[config.mk]
export PLATFORM = sky130hd
export DESIGN_NAME = uart_bootloader
export DESIGN_NICKNAME = d
export VERILOG_FILES = /design/src/rtl/uart_bootloader_pkg.sv /design/src/rtl/uart_bootloader_uart_rx.sv /design/src/rtl/uart_bootloader.sv
export SDC_FILE = /design/constraint.sdc
export NUM_CORES = 1
export LEC_CHECK = 0
export CAP_MARGIN = 25
export CORE_MARGIN = 2
export CORE_UTILIZATION = 61
export CTS_CLUSTER_DIAMETER = 30
export CTS_CLUSTER_SIZE = 10
export DETAILED_ROUTE_END_ITERATION = 6
export PLACE_DENSITY = 0.82
export SLEW_MARGIN = 15
export SYNTH_ARGS = -nofsm -noshare
export SYNTH_HDL_FRONTEND = slang
export SYNTH_SLANG_ARGS = --single-unit
export TNS_END_PERCENT = 10
[constraint.sdc]
create_clock -name clk -period 3.2 [get_ports clk]
set_input_delay 0.8 -clock clk [delete_from_list [all_inputs] [get_ports clk]]
set_output_delay 0.8 -clock clk [all_outputs]
set_load 0.1 [all_outputs]
[src/rtl/uart_bootloader_pkg.sv]
// Shared constants and state encodings for the UART bootloader and its receiver.
package uart_bootloader_pkg;

  localparam logic [7:0] SYNC_BYTE = 8'hA5;

  typedef enum logic [2:0] {
    WAIT_SYNC,
    CNT_LO,
    CNT_HI,
    DATA,
    CHECK,
    DONE
  } boot_state_t;

  typedef enum logic [1:0] {
    RX_IDLE,
    RX_START,
    RX_DATA,
    RX_STOP
  } rx_state_t;

endpackage

[src/rtl/uart_bootloader_uart_rx.sv]
// 8N1 UART receiver: 2-FF synchronizer, mid-bit sampling, one-cycle byte_valid strobe.
module uart_rx
  import uart_bootloader_pkg::*;
#(
  parameter int DIV = 2604
) (
  input  logic       clk,
  input  logic       reset,
  input  logic       rx,
  output logic       byte_valid,
  output logic [7:0] byte_data
);

  localparam int CW = $clog2(DIV + 1);

  logic [1:0]    rx_sync;
  logic          rx_prev;
  rx_state_t     state;
  logic [CW-1:0] tick;
  logic [2:0]    bit_idx;
  logic [7:0]    shift;

  // rx_sync[1] is the metastability-safe copy; rx_prev holds it one cycle back for edge detection
  always_ff @(posedge clk) begin
    if (reset) begin
      rx_sync    <= 2'b11;
      rx_prev    <= 1'b1;
      state      <= RX_IDLE;
      tick       <= '0;
      bit_idx    <= '0;
      shift      <= '0;
      byte_valid <= 1'b0;
      byte_data  <= '0;
    end else begin
      rx_sync    <= {rx_sync[0], rx};
      rx_prev    <= rx_sync[1];
      byte_valid <= 1'b0;
      case (state)
        RX_IDLE: begin
          if (rx_prev && !rx_sync[1]) begin
            state <= RX_START;
            tick  <= '0;
          end
        end
        RX_START: begin
          if (tick == CW'(DIV / 2 - 1)) begin
            tick    <= '0;
            bit_idx <= '0;
            state   <= rx_sync[1] ? RX_IDLE : RX_DATA;
          end else begin
            tick <= tick + 1'b1;
          end
        end
        RX_DATA: begin
          if (tick == CW'(DIV - 1)) begin
            tick    <= '0;
            shift   <= {rx_sync[1], shift[7:1]};
            bit_idx <= bit_idx + 3'd1;
            if (bit_idx == 3'd7) state <= RX_STOP;
          end else begin
            tick <= tick + 1'b1;
          end
        end
        RX_STOP: begin
          // A low stop bit silently drops the byte
          if (tick == CW'(DIV - 1)) begin
            tick  <= '0;
            state <= RX_IDLE;
            if (rx_sync[1]) begin
              byte_valid <= 1'b1;
              byte_data  <= shift;
            end
          end else begin
            tick <= tick + 1'b1;
          end
        end
        default: state <= RX_IDLE;
      endcase
    end
  end

endmodule

[src/rtl/uart_bootloader.sv]
// Receives a framed image over UART, writes it word by word to memory, then releases the CPU.
module uart_bootloader
  import uart_bootloader_pkg::*;
#(
  parameter int CLOCK_FREQ   = 25000000,
  parameter int BIT_RATE     = 9600,
  parameter int ADDR_WIDTH   = 10,
  parameter int TIMEOUT_BITS = 1000
) (
  input  logic                  clk,
  input  logic                  reset,
  input  logic                  rx,
  input  logic                  boot_skip,
  output logic                  cpu_reset_o,
  output logic                  boot_done,
  output logic                  boot_error,
  output logic                  mem_we,
  output logic [ADDR_WIDTH-1:0] mem_addr,
  output logic [31:0]           mem_wdata
);

  localparam int DIV            = CLOCK_FREQ / BIT_RATE;
  localparam int TIMEOUT_CYCLES = TIMEOUT_BITS * DIV;
  localparam int TW             = $clog2(TIMEOUT_CYCLES + 1);
  localparam logic [16:0] CAPACITY = 17'(2 ** ADDR_WIDTH);

  boot_state_t           state;
  logic                  byte_valid;
  logic [7:0]            byte_data;
  logic [TW-1:0]         timer;
  logic [7:0]            checksum;
  logic [7:0]            cnt_lo;
  logic [15:0]           words_left;
  logic [ADDR_WIDTH-1:0] word_addr;
  logic [1:0]            byte_idx;
  logic [23:0]           word_buf;

  uart_rx #(.DIV(DIV)) u_rx (
    .clk        (clk),
    .reset      (reset),
    .rx         (rx),
    .byte_valid (byte_valid),
    .byte_data  (byte_data)
  );

  assign cpu_reset_o = (state != DONE);
  assign boot_done   = (state == DONE);

  always_ff @(posedge clk) begin
    if (reset) begin
      state      <= WAIT_SYNC;
      boot_error <= 1'b0;
      mem_we     <= 1'b0;
      mem_addr   <= '0;
      mem_wdata  <= '0;
      timer      <= '0;
      checksum   <= '0;
      cnt_lo     <= '0;
      words_left <= '0;
      word_addr  <= '0;
      byte_idx   <= '0;
      word_buf   <= '0;
    end else begin
      mem_we     <= 1'b0;
      boot_error <= 1'b0;
      case (state)
        WAIT_SYNC: begin
          timer <= '0;
          if (boot_skip) begin
            state <= DONE;
          end else if (byte_valid && byte_data == SYNC_BYTE) begin
            state    <= CNT_LO;
            checksum <= '0;
          end
        end
        DONE: ;
        default: begin
          // Receiving states share the inter-byte timeout; any byte restarts it
          if (byte_valid) begin
            timer <= '0;
            case (state)
              CNT_LO: begin
                cnt_lo <= byte_data;
                state  <= CNT_HI;
              end
              CNT_HI: begin
                if ({byte_data, cnt_lo} == 16'd0) begin
                  state <= CHECK;
                end else if ({1'b0, byte_data, cnt_lo} > CAPACITY) begin
                  boot_error <= 1'b1;
                  state      <= WAIT_SYNC;
                end else begin
                  words_left <= {byte_data, cnt_lo};
                  word_addr  <= '0;
                  byte_idx   <= '0;
                  state      <= DATA;
                end
              end
              DATA: begin
                checksum <= checksum + byte_data;
                word_buf <= {byte_data, word_buf[23:8]};
                byte_idx <= byte_idx + 2'd1;
                if (byte_idx == 2'd3) begin
                  mem_we     <= 1'b1;
                  mem_addr   <= word_addr;
                  mem_wdata  <= {byte_data, word_buf};
                  word_addr  <= word_addr + 1'b1;
                  words_left <= words_left - 16'd1;
                  if (words_left == 16'd1) state <= CHECK;
                end
              end
              CHECK: begin
                if (byte_data == checksum) begin
                  state <= DONE;
                end else begin
                  boot_error <= 1'b1;
                  state      <= WAIT_SYNC;
                end
              end
              default: state <= WAIT_SYNC;
            endcase
          end else if (timer == TW'(TIMEOUT_CYCLES - 1)) begin
            boot_error <= 1'b1;
            timer      <= '0;
            state      <= WAIT_SYNC;
          end else begin
            timer <= timer + 1'b1;
          end
        end
      endcase
    end
  end

endmodule
; Word-level counts from Yosys, hierarchy flattened
; Cells that the tools add are included.
[word_totals]
ff_bits = 174
latch_bits = 0
ramBits = 0
romBits = 0
word_cells = 143
mem_count = 0
[op_classes]
n_addsub = 7
n_mul = 0
div = 0
order_cmp = 1
eq_ne = 30
shift = 0
muxes = 52
n_bitwise = 6
reduce_logical = 27
[ops]
columns = operator, count
row1 = 2-to-1 mux 16 bit, 3
row2 = 2-to-1 mux 22 bit, 2
row3 = one-hot mux 22 bit (2 select lines), 1
row4 = 2-to-1 mux 12 bit, 3
row5 = one-hot mux 12 bit (3 select lines), 1
row6 = 2-to-1 mux 8 bit, 4
row7 = one-hot mux 16 bit (2 select lines), 1
row8 = 2-to-1 mux 10 bit, 3
row9 = 2-to-1 mux 3 bit, 10
row10 = adder 22 x 1 -> 22 bit (second input constant), 1
row11 = equality test 22 bit (second input constant), 1
row12 = one-hot mux 10 bit (2 select lines), 1
row13 = AND reduction 5 bit, 4
row14 = 2-to-1 mux 2 bit, 9
row15 = equality test 16 x 1 -> 1 bit (second input constant), 1
row16 = greater-than comparator 16 x 11 -> 1 bit (second input constant), 1
row17 = zero test 16 bit, 1
row18 = one-hot mux 8 bit (2 select lines), 1
row19 = subtractor 16 x 1 -> 16 bit (second input constant), 1
row20 = adder 12 x 1 -> 12 bit (second input constant), 1
row21 = equality test 12 x 11 -> 1 bit (second input constant), 1
row22 = equality test 12 bit (second input constant), 1
row23 = one-hot mux 3 bit (2 select lines), 2
row24 = one-hot mux 3 bit (4 select lines), 1
row25 = 33 further kinds, 68

; Longest topological paths before layout
[depth]
ltp_word = 6
mapped_depth = 10
ltp_nobuf = 8

; Hierarchy
; Synthesis repeated with hierarchy kept, for this count alone.
[hier_totals]
hier_cells = 995
hier_area_um2 = 7936.4
[by_module_without_submodules]
columns = mod, instances, cells_per_inst, area_each_um2, seq_area_each_um2
row1 = uart_bootloader, 1, 786, 6120.9, 2742.6
row2 = uart_rx, 1, 209, 1815.5, 740.7

; Least setup slack after synthesis
; No wires, ideal clock.
[synth_path]
kind = flip-flop to flip-flop
start = register state[2]
end = register timer[21]
setup_ps = 128
t_arrival_ps = 3362
t_required_ps = 3072
path_slack_ps = -289
stages_incl_launch_ff = 9
n_path_buf = 1
synth_period_minus_slack_ps = 3489
cell_sequence = dfxtp_1 -> buf_2 -> nand3b_1 -> inv_1 -> or3_1 -> nor3_1 -> nand4_1 -> xor2_1 -> nor2_1
[synth_via]
elab_chain_len = 2
[synth_lines]
columns = element, line
row1 = start: declaration, uart_bootloader.sv:27  ; boot_state_t state;
row2 = start signal: assignment, uart_bootloader.sv:51  ; state <= WAIT_SYNC;
row3 = start signal: assignment, uart_bootloader.sv:70  ; state <= DONE;
row4 = start signal: assignment, uart_bootloader.sv:72  ; state <= CNT_LO;
row5 = equality test 3 bit *, n/a
row6 = via boot_done, uart_bootloader.sv:15  ; output logic boot_done,
row7 = one-hot mux 22 bit (2 select lines), uart_bootloader.sv:66  ; case (state)
row8 = end signal: assignment, uart_bootloader.sv:127  ; timer <= timer + 1'b1;
row9 = end: declaration, uart_bootloader.sv:30  ; logic [TW-1:0] timer;
; The timed path passes the listed nets; every way through them passes the cells marked *.
; A chain may end at the register's enable or synchronous reset.

; Final worst setup path
[layout_path]
start = register state[0]
end = output boot_done
[layout_via]
elab_chain_len = 1
[layout_lines]
columns = element, line
row1 = equality test 3 bit, uart_bootloader.sv:47  ; assign boot_done = (state == DONE);
row2 = end: declaration, uart_bootloader.sv:15
; Every way passes these cells.

==> flow_summary.json <==
{
  "numPortBuffers": 49,
  "finalCritPeriodShare_pct": 88.1,
  "post_cts_buffers": 0,
  "synthTopCellsByCount": "nand2_1 (224), dfxtp_1 (174), a21oi_1 (127)",
  "io_pins": 50,
  "regArea_sq_um": 3480,
  "fillers": 1029,
  "dieArea_sq_um": 13700,
  "finalSetupTns_ps": 0,
  "drv_cap": 0,
  "slew_headroom_pct": 50.0,
  "drc": 0,
  "arrival_ps": 2020,
  "place.gp.congestion": 0.877,
  "maxSlewViolCount": 0,
  "drtIter0Drc": 511,
  "num_vias": 6753,
  "p_per_area_nw_per_um2": 508,
  "min_path_cells": 1,
  "cts_tree": "built",
  "drt_wl_total_mm": 17.1,
  "dr.pass1.iters": 5,
  "core_sq_um": 12600,
  "initial_core_util_pct": 62.1,
  "power.leakage_nw": 3.17,
  "detailed_place_hpwl_mm": 11.3,
  "hold_slack_ps": 426,
  "synthArstFlopShare_pct": 0,
  "skew_ps": 10.2,
  "start_kind": "register",
  "cts-resized-gates": 0,
  "grt_start_max_net_pins": 74,
  "cts_root_buf": "clkbuf_16",
  "cts_buffer_depth": 2,
  "crit_chain": "nand3b_1, inv_1, buf_4",
  "yosysUniqueCellTypes": 65,
  "die_y_um": 117,
  "synth_seq_cells": 174,
  "setup_violations": 0,
  "status": "complete, no violations",
  "grt_pass1_wl_mm": 27.8,
  "synth_flop_cell": "dfxtp_1",
  "cp-end-kind": "output port",
  "synth-warning-count": 0,
  "dp_cells": 1160,
  "cp_max_fo": 14,
  "areaGrowthSynthToFinish_pct": 12.4,
  "hold_violations": 0,
  "wl_per_cell_um": 14.4,
  "synth_top_area_share_pct": 44.7,
  "criticalPathCategory": "reg2out",
  "finalNonFillerCells": 1191,
  "cts_buffers": 17,
  "cp_top_family": "flip-flops",
  "synth_area_per_cell_sq_um": 7.92,
  "ir_drop_uv": 451,
  "grt.total_usage_pct": 25.7,
  "rows": 41,
  "path_buf_inv": 2,
  "reg2reg_depth": 6,
  "antenna_left": 0,
  "cts.sinks": 174,
  "yosys-top-cells-area": "dfxtp_1 (45%), nand2_1 (11%), a21oi_1 (8.2%)",
  "die_w_um": 117,
  "fin_nets": 1032,
  "h-tree-depth": 4,
  "synth_edf_count": 0,
  "vias_per_cell": 5.67,
  "cts_hold_buf": 0,
  "yosys.area.top_type": "dfxtp_1",
  "hold_path_class": "reg2reg",
  "synthCells": 985,
  "netlist_area_sq_um": 7800,
  "rsz0062_at_grt": "false",
  "syn_nets": 1010,
  "clk_latency_ps": 430,
  "antenna_found_initial": 0,
  "final_layout_size_suffix_gt1_share_pct": 10.2,
  "finish.instance_area_sq_um": 8770,
  "fmax_ghz": 0.355,
  "cts.reportedPaths.clkPinSlew_ps": 70,
  "overflow": 0,
  "crit_required_ps": 2400,
  "worst_pin_slew_ps": 749,
  "placed_area_sq_um": 8210,
  "diodes": 0,
  "multi_input_area_sq_um": 4000,
  "cp_slowest_cell": "dfxtp_1",
  "synth-seq-area-share_pct": 44.7,
  "grt_pass1_vias": 5947,
  "crit_cells": 3,
  "fin_crit_ps": 2820,
  "slowest_delay_ps": 630,
  "synth_most_common_cell": "nand2_1"
}
stage by stage:
stage | utilization (%) | setup WS (ps) | total power (W)
after detailed placement | 65.3 | 579 | 0.00254
after global routing | 69.8 | 209 | 0.00461
after floorplan | - | -232 | 0.00249
after global placement | 65.3 | 632 | 0.00254
after CTS | 69.8 | 353 | 0.00448
final | 69.8 | 381 | 0.00445
routing by layer:
metal | global-route usage (%) | wire length, um | vias up
met5 | 0 | 0 | -
met4 | 6.82 | 173 | 0
met3 | 6.28 | 846 | 16
met2 | 41.3 | 7880 | 147
met1 | 34.8 | 8210 | 3185
li1 | - | - | 3405
kinds of logic after synthesis:
kind of cell,share of synthesized area [%]
AO/OA/AOI/OAI,16.2
flip-flops,44.7
multiplexers,1.03
adder cells (fa/ha/maj),3.47
AND/OR/NAND/NOR,26.3
buffers and inverters,4.04
XOR/XNOR,4.27
flip-flops by register name, summed over array words and instances (netlist names), named ones only:
signal and count:
u_rx.state 1, byte_idx 2, word_buf 24, state 3, u_rx.rx_prev 1, cnt_lo 8, mem_addr 10, u_rx.byte_valid 1
u_rx.bit_idx 3, u_rx.byte_data 8, u_rx.tick 12, mem_wdata 32, checksum 8, u_rx.shift 8, words_left 16, boot_error 1
timer 22, mem_we 1, u_rx.rx_sync 2, word_addr 10
final timing paths:
path / startpoint / to / slack [ps]
worst max-delay path: state[0] / boot_done / 380
worst max register to register: cnt_lo[2] / words_left[0] / 510
worst min register to register: u_rx.rx_sync[0] / u_rx.rx_sync[1] / 430
worst min-delay path: u_rx.rx_sync[0] / u_rx.rx_sync[1] / 430
area by class of cell:
type	instances	area share (%)
Tap cell	172	2.45
Clock buffer	19	5.05
Inverter	15	0.642
Timing Repair Buffer	60	5.19
Multi-Input combinational cell	739	45.6
Sequential cell	174	39.7
Clock inverter	12	1.28
placed cells by master (no fill, tap or decap), types with 7 or more instances in the layout:
| cell type | netlist | routed |
|---|---|---|
| clkbuf_16 | 0 | 17 |
| a21oi_1 | 127 | 127 |
| nor2_1 | 96 | 96 |
| nand2b_1 | 7 | 7 |
| buf_4 | 1 | 58 |
| dfxtp_1 | 174 | 174 |
| a31oi_1 | 7 | 7 |
| ha_1 | 20 | 20 |
| nor3_1 | 16 | 16 |
| mux2i_1 | 8 | 8 |
| inv_1 | 15 | 15 |
| nor4_1 | 8 | 8 |
| xor2_1 | 25 | 25 |
| nand3_1 | 32 | 32 |
| o21ai_0 | 36 | 36 |
| and3_1 | 17 | 17 |
| nand2_1 | 224 | 224 |
| xnor2_1 | 13 | 13 |
power breakdown:
part / leakage (nW) / total, W / switching (W) / internal [W]
Clock: 0.270 / 0.00196 / 0.000862 / 0.00109
Combinational: 1.50 / 0.000268 / 0.000183 / 0.0000848
Sequential: 1.40 / 0.00223 / 0.0000432 / 0.00219
Total: 3.17 / 0.00445 / 0.00109 / 0.00337
(Power assumes the default switching activity.)
